[src/rtl/cmd_host_pkg.sv]
`default_nettype none
// cmd_host_pkg -- command word fields, target codes, status codes and FSM states. Rev 1.0
package cmd_host_pkg;

  localparam int CMD_TARGET_HI = 31;
  localparam int CMD_TARGET_LO = 24;

  localparam logic [7:0] C_TARGET_TAP  = 8'h01;
  localparam logic [7:0] C_TARGET_CTL  = 8'h02;
  localparam logic [7:0] C_TARGET_STAT = 8'h03;

  localparam int N_TAP_CTL_SIZE = 8;

  localparam logic [1:0] ST_OK      = 2'b00;
  localparam logic [1:0] ST_TIMEOUT = 2'b01;

  typedef enum logic [2:0] {
    S_IDLE     = 3'd0,
    S_WR_CMD   = 3'd1,
    S_WAIT_RSP = 3'd2,
    S_RD_RSP   = 3'd3,
    S_DONE     = 3'd4
  } state_t;

  function automatic logic [7:0] cmd_target(input logic [31:0] cmd);
    return cmd[CMD_TARGET_HI:CMD_TARGET_LO];
  endfunction

endpackage
`default_nettype wire

[src/rtl/cmd_host_timer.sv]
`default_nettype none
// cmd_host_timer -- response timeout counter; expires on its TO_CYCLES-th enabled cycle, never wraps. Rev 1.0
module cmd_host_timer
  import cmd_host_pkg::*;
#(
  parameter int TO_W      = 16,
  parameter int TO_CYCLES = 1024
) (
  input  logic clk,
  input  logic rst_n,
  input  logic i_clear,
  input  logic i_en,
  output logic o_expire
);

  localparam logic [TO_W-1:0] C_LAST = TO_W'(TO_CYCLES - 1);

  logic [TO_W-1:0] r_cnt;

  assign o_expire = i_en && (r_cnt == C_LAST);

  always_ff @(posedge clk or negedge rst_n) begin
    if (!rst_n) begin
      r_cnt <= '0;
    end else if (i_clear) begin
      r_cnt <= '0;
    end else if (i_en && !o_expire) begin
      r_cnt <= r_cnt + TO_W'(1);
    end
  end

endmodule
`default_nettype wire

[src/rtl/cmd_host.sv]
`default_nettype none
// cmd_host -- one-outstanding command/response FIFO initiator with stale-response flush.
// Rev 1.0. Define CMD_HOST_TIMEOUT_EN to enable the response timeout (TIMEOUT status).
module cmd_host
  import cmd_host_pkg::*;
#(
  parameter int TO_W      = 16,
  parameter int TO_CYCLES = 1024
) (
  input  logic        clk,
  input  logic        rst_n,
  input  logic        i_req_valid,
  output logic        o_req_ready,
  input  logic [31:0] i_req_cmd,
  output logic        o_done_valid,
  input  logic        i_done_ready,
  output logic [31:0] o_done_data,
  output logic [1:0]  o_done_status,
  output logic [31:0] o_cmd_wrdata,
  output logic        o_cmd_wrreq,
  input  logic        i_cmd_waitreq,
  input  logic [31:0] i_rsp_rddata,
  output logic        o_rsp_rdreq,
  input  logic        i_rsp_waitreq,
  output logic [7:0]  o_stale_cnt
);

  state_t r_state;
  logic   w_rsp_avail;
  logic   w_flush;
  logic   w_wr;
  logic   w_expire;

  assign w_rsp_avail = !i_rsp_waitreq;
  // Anything in the rsp FIFO while idle belongs to an abandoned command.
  assign w_flush     = (r_state == S_IDLE) && w_rsp_avail;
  assign w_wr        = (r_state == S_WR_CMD) && !i_cmd_waitreq;

  assign o_req_ready  = (r_state == S_IDLE) && !w_rsp_avail;
  assign o_cmd_wrreq  = w_wr;
  assign o_rsp_rdreq  = w_flush || (r_state == S_RD_RSP);
  assign o_done_valid = (r_state == S_DONE);

`ifdef CMD_HOST_TIMEOUT_EN
  cmd_host_timer #(
    .TO_W      (TO_W),
    .TO_CYCLES (TO_CYCLES)
  ) u_timer (
    .clk      (clk),
    .rst_n    (rst_n),
    .i_clear  (r_state != S_WAIT_RSP),
    .i_en     ((r_state == S_WAIT_RSP) && i_rsp_waitreq),
    .o_expire (w_expire)
  );
`else
  // No timer: the wait state leaves only on a response; this folds to constant 0.
  assign w_expire = (TO_CYCLES < 1) && (TO_W < 1);
`endif

  always_ff @(posedge clk or negedge rst_n) begin
    if (!rst_n) begin
      r_state       <= S_IDLE;
      o_cmd_wrdata  <= '0;
      o_done_data   <= '0;
      o_done_status <= ST_OK;
      o_stale_cnt   <= '0;
    end else begin
      case (r_state)
        S_IDLE: begin
          if (w_flush) begin
            if (o_stale_cnt != 8'hFF) o_stale_cnt <= o_stale_cnt + 8'd1;
          end else if (i_req_valid) begin
            o_cmd_wrdata <= i_req_cmd;
            r_state      <= S_WR_CMD;
          end
        end
        S_WR_CMD: begin
          if (w_wr) r_state <= S_WAIT_RSP;
        end
        S_WAIT_RSP: begin
          if (w_rsp_avail) begin
            r_state <= S_RD_RSP;
          end else if (w_expire) begin
            o_done_data   <= '0;
            o_done_status <= ST_TIMEOUT;
            r_state       <= S_DONE;
          end
        end
        S_RD_RSP: begin
          o_done_data   <= i_rsp_rddata;
          o_done_status <= ST_OK;
          r_state       <= S_DONE;
        end
        S_DONE: begin
          if (i_done_ready) r_state <= S_IDLE;
        end
        default: r_state <= S_IDLE;
      endcase
    end
  end

endmodule
`default_nettype wire

[config.mk]
export PLATFORM = sky130hd
export DESIGN_NAME = cmd_host
export DESIGN_NICKNAME = d
export VERILOG_FILES = /design/src/rtl/cmd_host_pkg.sv /design/src/rtl/cmd_host_timer.sv /design/src/rtl/cmd_host.sv
export SDC_FILE = /design/constraint.sdc
export NUM_CORES = 1
export LEC_CHECK = 0
export ABC_AREA = 0
export BUFFER_PORTS_ARGS = -buffer_cell sky130_fd_sc_hd__buf_2
export CELL_PAD_IN_SITES_DETAIL_PLACEMENT = 0
export CELL_PAD_IN_SITES_GLOBAL_PLACEMENT = 1
export CORE_ASPECT_RATIO = 1.4
export CORE_MARGIN = 2
export CORE_UTILIZATION = 33
export CTS_BUF_LIST = sky130_fd_sc_hd__clkbuf_4 sky130_fd_sc_hd__clkbuf_8
export CTS_CLUSTER_SIZE = 28
export DETAILED_ROUTE_END_ITERATION = 12
export HOLD_SLACK_MARGIN = 0.03
export PLACE_DENSITY_LB_ADDON = 0.1
export SYNTH_ARGS = -nofsm -noshare
export SYNTH_HDL_FRONTEND = slang
export SYNTH_HIERARCHICAL = 1
export SYNTH_SLANG_ARGS = --single-unit
[constraint.sdc]
create_clock -name clk -period 1.87 [get_ports clk]
set_clock_uncertainty 0.1 [all_clocks]
set_input_delay 0.0935 -clock clk [delete_from_list [all_inputs] [get_ports clk]]
set_output_delay 0.0935 -clock clk [all_outputs]
set_load 0.005 [all_outputs]
---- Word-level counts from Yosys, hierarchy flattened ----
Cells that the tools add are included.
word-level totals
  bits in registers ....................... 75
  bits in latches ......................... 0
  memory bits (writable) .................. 0
  memory bits (read-only) ................. 0
  input port bits ......................... 70
  memories kept ........................... 0
operators by class
  $add $sub $neg .......................... 1
  multiply operators ...................... 0
  div/mod/pow operators ................... 0
  $lt $le $gt $ge ......................... 0
  eq/ne operators ......................... 10
  shift operators ......................... 0
  mux-type cells .......................... 6
  bitwise operators ....................... 1
  reduce and logical (&&, ||, !) cells .... 10
operators with widths
  kind                 count
  $mux 3               5
  $pmux 3 s5           1
  $add 8x1->8 const B  1
  $ne 2x2->1 const B   4
  $ne 8x8->1 const B   1
  $eq 3x2->1 const B   2
  $reduce_and 3->1     2
  $reduce_and 5->1     1
  $eq 3x1->1 const B   1
  $eq 3x3->1 const B   1
  $logic_and 1x1->1    3
  $logic_not 3->1      1
  $logic_not 1->1      2
  $ne 2x1->1 const B   1
  $logic_or 1x1->1     1
  $not 1->1            1

---- Logic depth before layout (Yosys ltp) ----
Gate-level depths: netlist (run 1).
  word-level depth ........................ 4
  gate-level depth with buffers ........... 6
  mapped depth without buffers ............ 4

---- Worst setup path before layout (run 1) ----
OpenSTA, ideal clock, no wires.
  kind .................................... reg2reg
  from .................................... register r_state[1]
  to ...................................... register o_stale_cnt[7]
  setup time .............................. 0.128 ns
  arrival time ............................ 1.640 ns
  required time ........................... 1.642 ns
  path slack .............................. 0.002 ns
  cell stages (with the launch flop) ...... 5
  path buffers ............................ 1
  path through ............................ dfrtp_1 > buf_6 > or4_4 > nor4_2 > mux2_1
on the way
  longest elaborated chain between the ends .. 3
ends and longest elaborated chain
  element                       line                            RTL
  start, declared               cmd_host.sv:28                  state_t r_state;
  start signal, assigned        cmd_host.sv:62                  r_state <= S_IDLE;
  start signal, assigned        cmd_host.sv:74                  r_state <= S_WR_CMD;
  start signal, assigned        cmd_host.sv:78                  if (w_wr) r_state <= S_WAIT_RSP;
  $logic_not 3->1 *             cmd_host.sv:36, cmd_host.sv:68
  $logic_and 1x1->1             cmd_host.sv:36                  assign w_flush = (r_state == S_IDLE) && w_rsp_avail;
  $reduce_and 3->1 (no line) *  --
  end signal, assigned          cmd_host.sv:71                  if (o_stale_cnt != 8'hFF) o_stale_cnt <= o_stale_cnt + 8'd1;
  end, declared                 cmd_host.sv:25                  output logic [7:0] o_stale_cnt
Mark *: on every way between the ends. The rest lies on a longest branch, timed or not.
A chain may end at the register's enable or synchronous reset.

---- Worst setup path in the final report (run 1) ----
  from .................................... input i_rsp_waitreq
  to ...................................... register o_stale_cnt[6]
on the way
  longest elaborated chain between the ends .. 3
ends and longest elaborated chain
  element                     line            RTL
  start, declared             cmd_host.sv:24  input logic i_rsp_waitreq,
  $logic_not 1->1             cmd_host.sv:34  assign w_rsp_avail = !i_rsp_waitreq;
  $logic_and 1x1->1           cmd_host.sv:36
  $reduce_and 3->1 (no line)  --
No other way between the ends.

==> impl_metrics.csv, run 1 <==
group,metric,value,unit
floorplanning,pin_count,148,
power,seq_power_share,44.1,%
job,maxCapViolations,0,
cells_and_area,fin_nets,494,
routing,vias,2421,
critical_path,path_delay_family,"simple AND/OR/NAND/NOR gates",
cells_and_area,instances_no_fill,531,
power,p_clk_share,15.5,%
global_route,grt_antenna_before_repair,0,
synth,avgSynthCellArea,15.1,um2
timing,rsz0062_at_grt,"no",
floorplanning,die_y,117,um
power,p_comb_share,40.4,%
cells_and_area,area_delta_synth_final,58.6,%
synth,synthCells,198,
timing,fin_crit_sh,96.6,%
critical_path,r2r_cells,4,
synth,synth_edf_count,0,
timing,slew_viol_final,0,
routing,drt_iter0_drc,56,
routing,vias_per_cell,4.56,
routing,drc,0,
timing,finalSetupTns,0,ns
critical_path,crit_required,1.99,ns
placement,portBuffers,145,
timing,hold_violations,0,
global_route,grt_pass1_wl,11.6,mm
clock_network,cts_sinks,75,
clock_network,htreeDepth,3,
synth,ys_ff_latch,75,
synth,async_reset_ff_share,100,%
cells_and_area,antenna_cells,0,
timing,timing.fmax,553,MHz
power,ir_drop,0.660,mV
run_status,status,"complete, no violations",
global_route,overflow,0,
timing,timing.final.crit_period,1.81,ns
synth,yosysSeqAreaShare,62.7,%
placement,gp_congestion,0.709,
clock_network,clock_latency,0.33,ns
critical_path,crit_chain,"dlygate4sd3_1 > buf_2 > or4_4 > nor3_1 > mux2_2",
global_route,grt_max_degree,76,
placement,dp.cells,450,
synth,ys_types,32,
worst_hold_path,hold_class,"input port to flop",
power,total_power,6.49,mW
floorplanning,dieWidth,84.5,um
floorplanning,rows,41,
floorplanning,dieArea,9860,um2
power,power_per_cell_area,1370,nW/um2
critical_path,cp.arrival,1.93,ns
floorplanning,start_util,33.5,%
synth,netlist.area_leader.share,62.7,%
clock_network,clock-root-buffer,"clkbuf_8",
cells_and_area,drive_gt1_share,55.9,%
critical_path,crit_path_end_kind,"flop",
power,p_leak,2.29,nW
critical_path,path_class,"input port to flop",
synth,syn_area,2990,um2
power,internal_power,4.51,mW
timing,setup_viol_count_final,0,
global_route,grt_pass1_vias,2414,
clock_network,clockBufferDepth,2,
synth,synthFlopType,"dfrtp_1",
critical_path,start_kind,"input port",
placement,dp_hpwl,4.86,mm
worst_hold_path,whs_path_depth,4,
critical_path,worst_path_largest_cell_delay,0.58,ns
global_route,grt_util_all_layers,15.0,%
routing,drt-wirelength-per-cell,13.7,um
critical_path,cpMaxStageDelayCell,"or4_4",
critical_path,crit_buf_inv,2,
clock_network,cts_tree,"yes",
power,switching_power,1.98,mW
routing,firstDrtPassIters,4,
routing,ant_nets,0,
synth,synth_top_area_cell,"dfrtp_1",
floorplanning,coreArea,8930,um2
synth,synth_most_common_cell,"dfrtp_1",
clock_network,path_clk_slew,0.06,ns
critical_path,cp.depth,5,
critical_path,crit_fanout,6,
power,p_sw_share,30.5,%
clock_network,cts_buffers,9,
synth,ys_warn_count,6,
synth,synthTopCellsByCount,"75 x dfrtp_1, 64 x mux2_2, 7 x buf_2, 7 x nand2_1",
routing,wl,7.30,mm
synth,yosys-top-cells-area,"dfrtp_1 63%, mux2_2 24%, mux2_1 1.5%",
[cells by family (layout without fill, tap and decap cells)]
kind of cell    after synthesis  count (layout)  share of synthesized area, %
buf+inv                      13             238                          2.42
other cells                   1               2                         0.125
xor+xnor                      4               4                          1.17
simple gates                 28              28                          5.64
mux                          68              68                          25.6
compound gates                8               8                          1.92
flops                        75              75                          62.7
fa+ha+maj                     1               1                         0.418
[worst paths after layout]
kind | from | endpoint | slack (ns)
setup / recovery | i_rsp_waitreq | o_stale_cnt[6] | 0.06
hold / removal | i_req_valid | r_state[0] | 0.04
setup reg to reg | r_state[1] | o_cmd_wrdata[3] | 0.10
hold reg to reg | o_cmd_wrdata[26] | o_cmd_wrdata[26] | 0.39
max in group asynchronous | rst_n | o_done_data[1] | 1.15
min in group asynchronous | rst_n | o_cmd_wrdata[26] | 0.21
[routing by layer]
metal / vias up / GRT usage [%] / wire length, um
met3: 10 / 4.88 / 453
met4: 0 / 6.35 / 119
li1: 1143 / - / -
met2: 85 / 25.7 / 3800
met5: - / 0 / 0
met1: 1183 / 17.2 / 2920
[stage by stage]
stage	setup WS, ns	instance area, um2	utilization, %	hold WS (ns)
finish	0.0628	4750	53.2	0.0430
global route	0.0301	4750	53.2	0.0650
CTS	0.0220	4740	53.1	0.220
detailed placement	0.0318	3910	43.8	0.0457
global placement	0.0627	3910	43.8	0.0513
floorplan	0.00203	3000	-	-0.302
[tightest hold or removal path, stage by stage]
cell and delay, ns:
buf_2 0.11, nand3b_1 0.08, a21o_1 0.11, a21oi_1 0.05
[registers in the layout, indices dropped and copies added (netlist names)]
name and flops:
o_cmd_wrdata 32, o_done_data 32, o_stale_cnt 8, r_state 3
[final cells by class]
type	instances	area [um2]
Sequential cell	75	1880
Multi-Input combinational cell	111	1060
Clock inverter	1	5.00
Fill cell	826	4180
Tap cell	107	134
Clock buffer	11	139
Timing Repair Buffer	224	1530
Inverter	2	7.51
[power groups by stage]
stage          combinational (mW)  sequential [mW]  clock, mW
2_1_floorplan                1.21             2.95          0
3_3_place_gp                 2.50             2.85          0
3_5_place_dp                 2.52             2.89          0
4_1_cts                      2.66             2.87       1.07
5_1_grt                      2.89             2.98       1.11
6_report                     2.62             2.86       1.00
[repair_timing]
| action | 4_1_cts | 5_1_grt |
|---|---|---|
| hold buffers | 69 | 0 |
| endpoints found under the hold margin | 142 | 0 |
| setup buffers | 0 | 1 |
| gates resized for setup | 0 | 1 |
| endpoints found under the setup margin | 0 | 2 |
[placed cells by master, fill, tap and decap left out]
master | synthesis | layout
ha_1 | 1 | 1
nor2_1 | 1 | 1
a21oi_1 | 2 | 2
o21ai_0 | 1 | 1
or4_4 | 1 | 1
nand3_1 | 2 | 2
mux2_2 | 64 | 64
a2111oi_2 | 1 | 1
clkbuf_8 | 0 | 9
dfrtp_1 | 75 | 75
nor4_4 | 0 | 1
and2_1 | 1 | 1
mux2_1 | 4 | 4
buf_12 | 0 | 3
and3_1 | 3 | 3
clkinv_2 | 0 | 1
o21ai_1 | 1 | 1
buf_2 | 7 | 144
clkbuf_4 | 0 | 2
dlygate4sd3_1 | 0 | 68
nor4b_1 | 1 | 1
nand4_1 | 2 | 2
nand3b_1 | 2 | 2
or3b_2 | 1 | 1
or2_2 | 1 | 1
buf_4 | 2 | 9
inv_1 | 2 | 2
a21o_1 | 1 | 1
nor4_1 | 1 | 1
xnor2_1 | 4 | 4
nor3_1 | 2 | 2
o211ai_1 | 2 | 2
nand2_1 | 7 | 7
conb_1 | 1 | 2
nand2b_1 | 2 | 2
(Power assumes the default switching activity.)
==> run 2: changes to the inputs <==
- RECOVER_POWER: default -> 100
- SKIP_CTS_REPAIR_TIMING: default -> 1
- clock period: 1.87 -> 1.58 ns (I/O delays scaled with it)
==> impl_metrics.csv, run 2 (synthesis gave the netlist of run 1 again) <==
group,metric,value,unit
routing,wl,7.87,mm
routing,firstDrtPassIters,4,
timing,worst_slack,-0.138,ns
floorplanning,rows,41,
cells_and_area,reg.largest.list,"o_cmd_wrdata (32), o_done_data (32), o_stale_cnt (8)",
critical_path,path_class,"flop to flop",
global_route,grt_antenna_before_repair,0,
floorplanning,dieWidth,84.5,um
timing,hold_ws,0.0167,ns
global_route,grt_util_all_layers,13.5,%
timing,timing.final.crit_period,1.72,ns
floorplanning,start_util,33.5,%
power,power_per_cell_area,1670,nW/um2
timing,hold_violations,0,
run_status,status,"finished with violations",
clock_network,path_clk_slew,0.07,ns
cells_and_area,antenna_cells,0,
critical_path,crit_path_end_kind,"flop",
critical_path,crit_buf_inv,0,
placement,gp_congestion,0.775,
critical_path,path_delay_family,"simple AND/OR/NAND/NOR gates",
power,switching_power,2.56,mW
clock_network,cts_buffers,9,
critical_path,crit_required,1.72,ns
critical_path,cp.arrival,1.86,ns
clock_network,htreeDepth,3,
global_route,grt_pass1_wl,10.1,mm
critical_path,worst_path_largest_cell_delay,0.56,ns
floorplanning,die_y,117,um
floorplanning,coreArea,8930,um2
cells_and_area,finish.utilization,55.8,%
global_route,grt_max_degree,39,
timing,finalSetupTns,-2.13,ns
power,p_comb_share,41.3,%
floorplanning,pin_count,148,
routing,drt-wirelength-per-cell,14.5,um
timing,timing.fmax,582,MHz
cells_and_area,final_common_cell,"buf_2",
clock_network,clock_latency,0.35,ns
clock_network,cts_sinks,75,
placement,portBuffers,145,
power,p_sw_share,30.8,%
critical_path,start_kind,"flop",
timing,slew_viol_final,0,
global_route,overflow,0,
timing,setup_viol_count_final,37,
job,maxCapViolations,0,
placement,dp_hpwl,4.94,mm
clock_network,clock-root-buffer,"clkbuf_8",
clock_network,clockBufferDepth,2,
worst_hold_path,hold_class,"input port to flop",
power,seq_power_share,41.3,%
power,p_clk_share,17.5,%
cells_and_area,final_cell_mix,"93 x buf_2, 73 x dfrtp_1, 68 x dlygate4sd3_1, 50 x clkbuf_1, 34 x mux2_2",
routing,ant_nets,0,
timing,fin_crit_sh,109,%
power,p_leak,2.31,nW
routing,vias_per_cell,4.49,
floorplanning,dieArea,9860,um2
routing,vias,2439,
timing,tightest_slew,0.975,ns
cells_and_area,fin_nets,502,
power,ir_drop,0.839,mV
cells_and_area,drive_gt1_share,46.8,%
cells_and_area,nFillCells,789,
timing,rsz0062_at_grt,"yes",
clock_network,cts_tree,"yes",
routing,drt_iter0_drc,60,
timing,slew_headroom,35.0,%
run_status,violations,"setup timing",
critical_path,crit_fanout,4,
cells_and_area,area_delta_synth_final,66.3,%
critical_path,crit_chain,"or4_4 > nor3_2 > mux2_4",
power,internal_power,5.74,mW
routing,drc,0,
global_route,grt_pass1_vias,2115,
critical_path,cpMaxStageDelayCell,"or4_4",
run 2: worst paths after layout:
check                          startpoint              end  slack, ns  cells after the start
hold reg to reg            o_done_data[6]   o_done_data[6]       0.41                      1
setup reg to reg               r_state[0]   o_stale_cnt[6]      -0.14                      3
setup / recovery               r_state[0]   o_stale_cnt[6]      -0.14                      3
hold / removal              i_rsp_waitreq       r_state[0]       0.02                      4
min in group asynchronous           rst_n  o_cmd_wrdata[9]       0.31                      2
max in group asynchronous           rst_n  o_done_data[17]       0.16                      3
run 2: worst reg2reg max path, stage by stage, from the launching register on:
cell	delay, ns
dfrtp_1	0.42
or4_4	0.56
nor3_2	0.22
mux2_4	0.31
run 2: cell type report:
cell class	instances	area (um2)	area share, %
well taps	107	134	2.69
flip-flops and latches	75	1880	37.7
clock inverters	6	55.1	1.11
inverters	2	7.51	0.151
multi-input cells	111	1210	24.4
repair buffers	232	1550	31.2
clock buffers	10	138	2.76
run 2: power by group through the flow:
stage          registers [mW]  logic [mW]  clock network (mW)
6_report                 3.42        3.42                1.45
5_1_grt                  3.55        3.74                1.61
4_1_cts                  3.37        3.04                1.52
3_5_place_dp             3.41        3.03                   0
3_3_place_gp             3.36        3.01                   0
2_1_floorplan            3.49        1.49                   0
run 2: metal layers:
metal / track usage [%] / share of wire, %
met4: 8.25 / 1.7
met3: 3.96 / 5.0
met1: 14.6 / 40
met2: 23.4 / 53
met5: 0 / 0
run 2: per-stage QoR:
| stage | setup WS, ns | cells | power [mW] | area (um2) |
|---|---|---|---|---|
| 5_1_grt | -0.176 | 543 | 8.91 | 4980 |
| 2_1_floorplan | -0.173 | 199 | 4.98 | 3040 |
| 3_3_place_gp | -0.119 | 455 | 6.37 | 3950 |
| 4_1_cts | -0.147 | 471 | 7.93 | 4150 |
| 3_5_place_dp | -0.127 | 455 | 6.44 | 3950 |
| 6_report | -0.138 | 543 | 8.30 | 4980 |
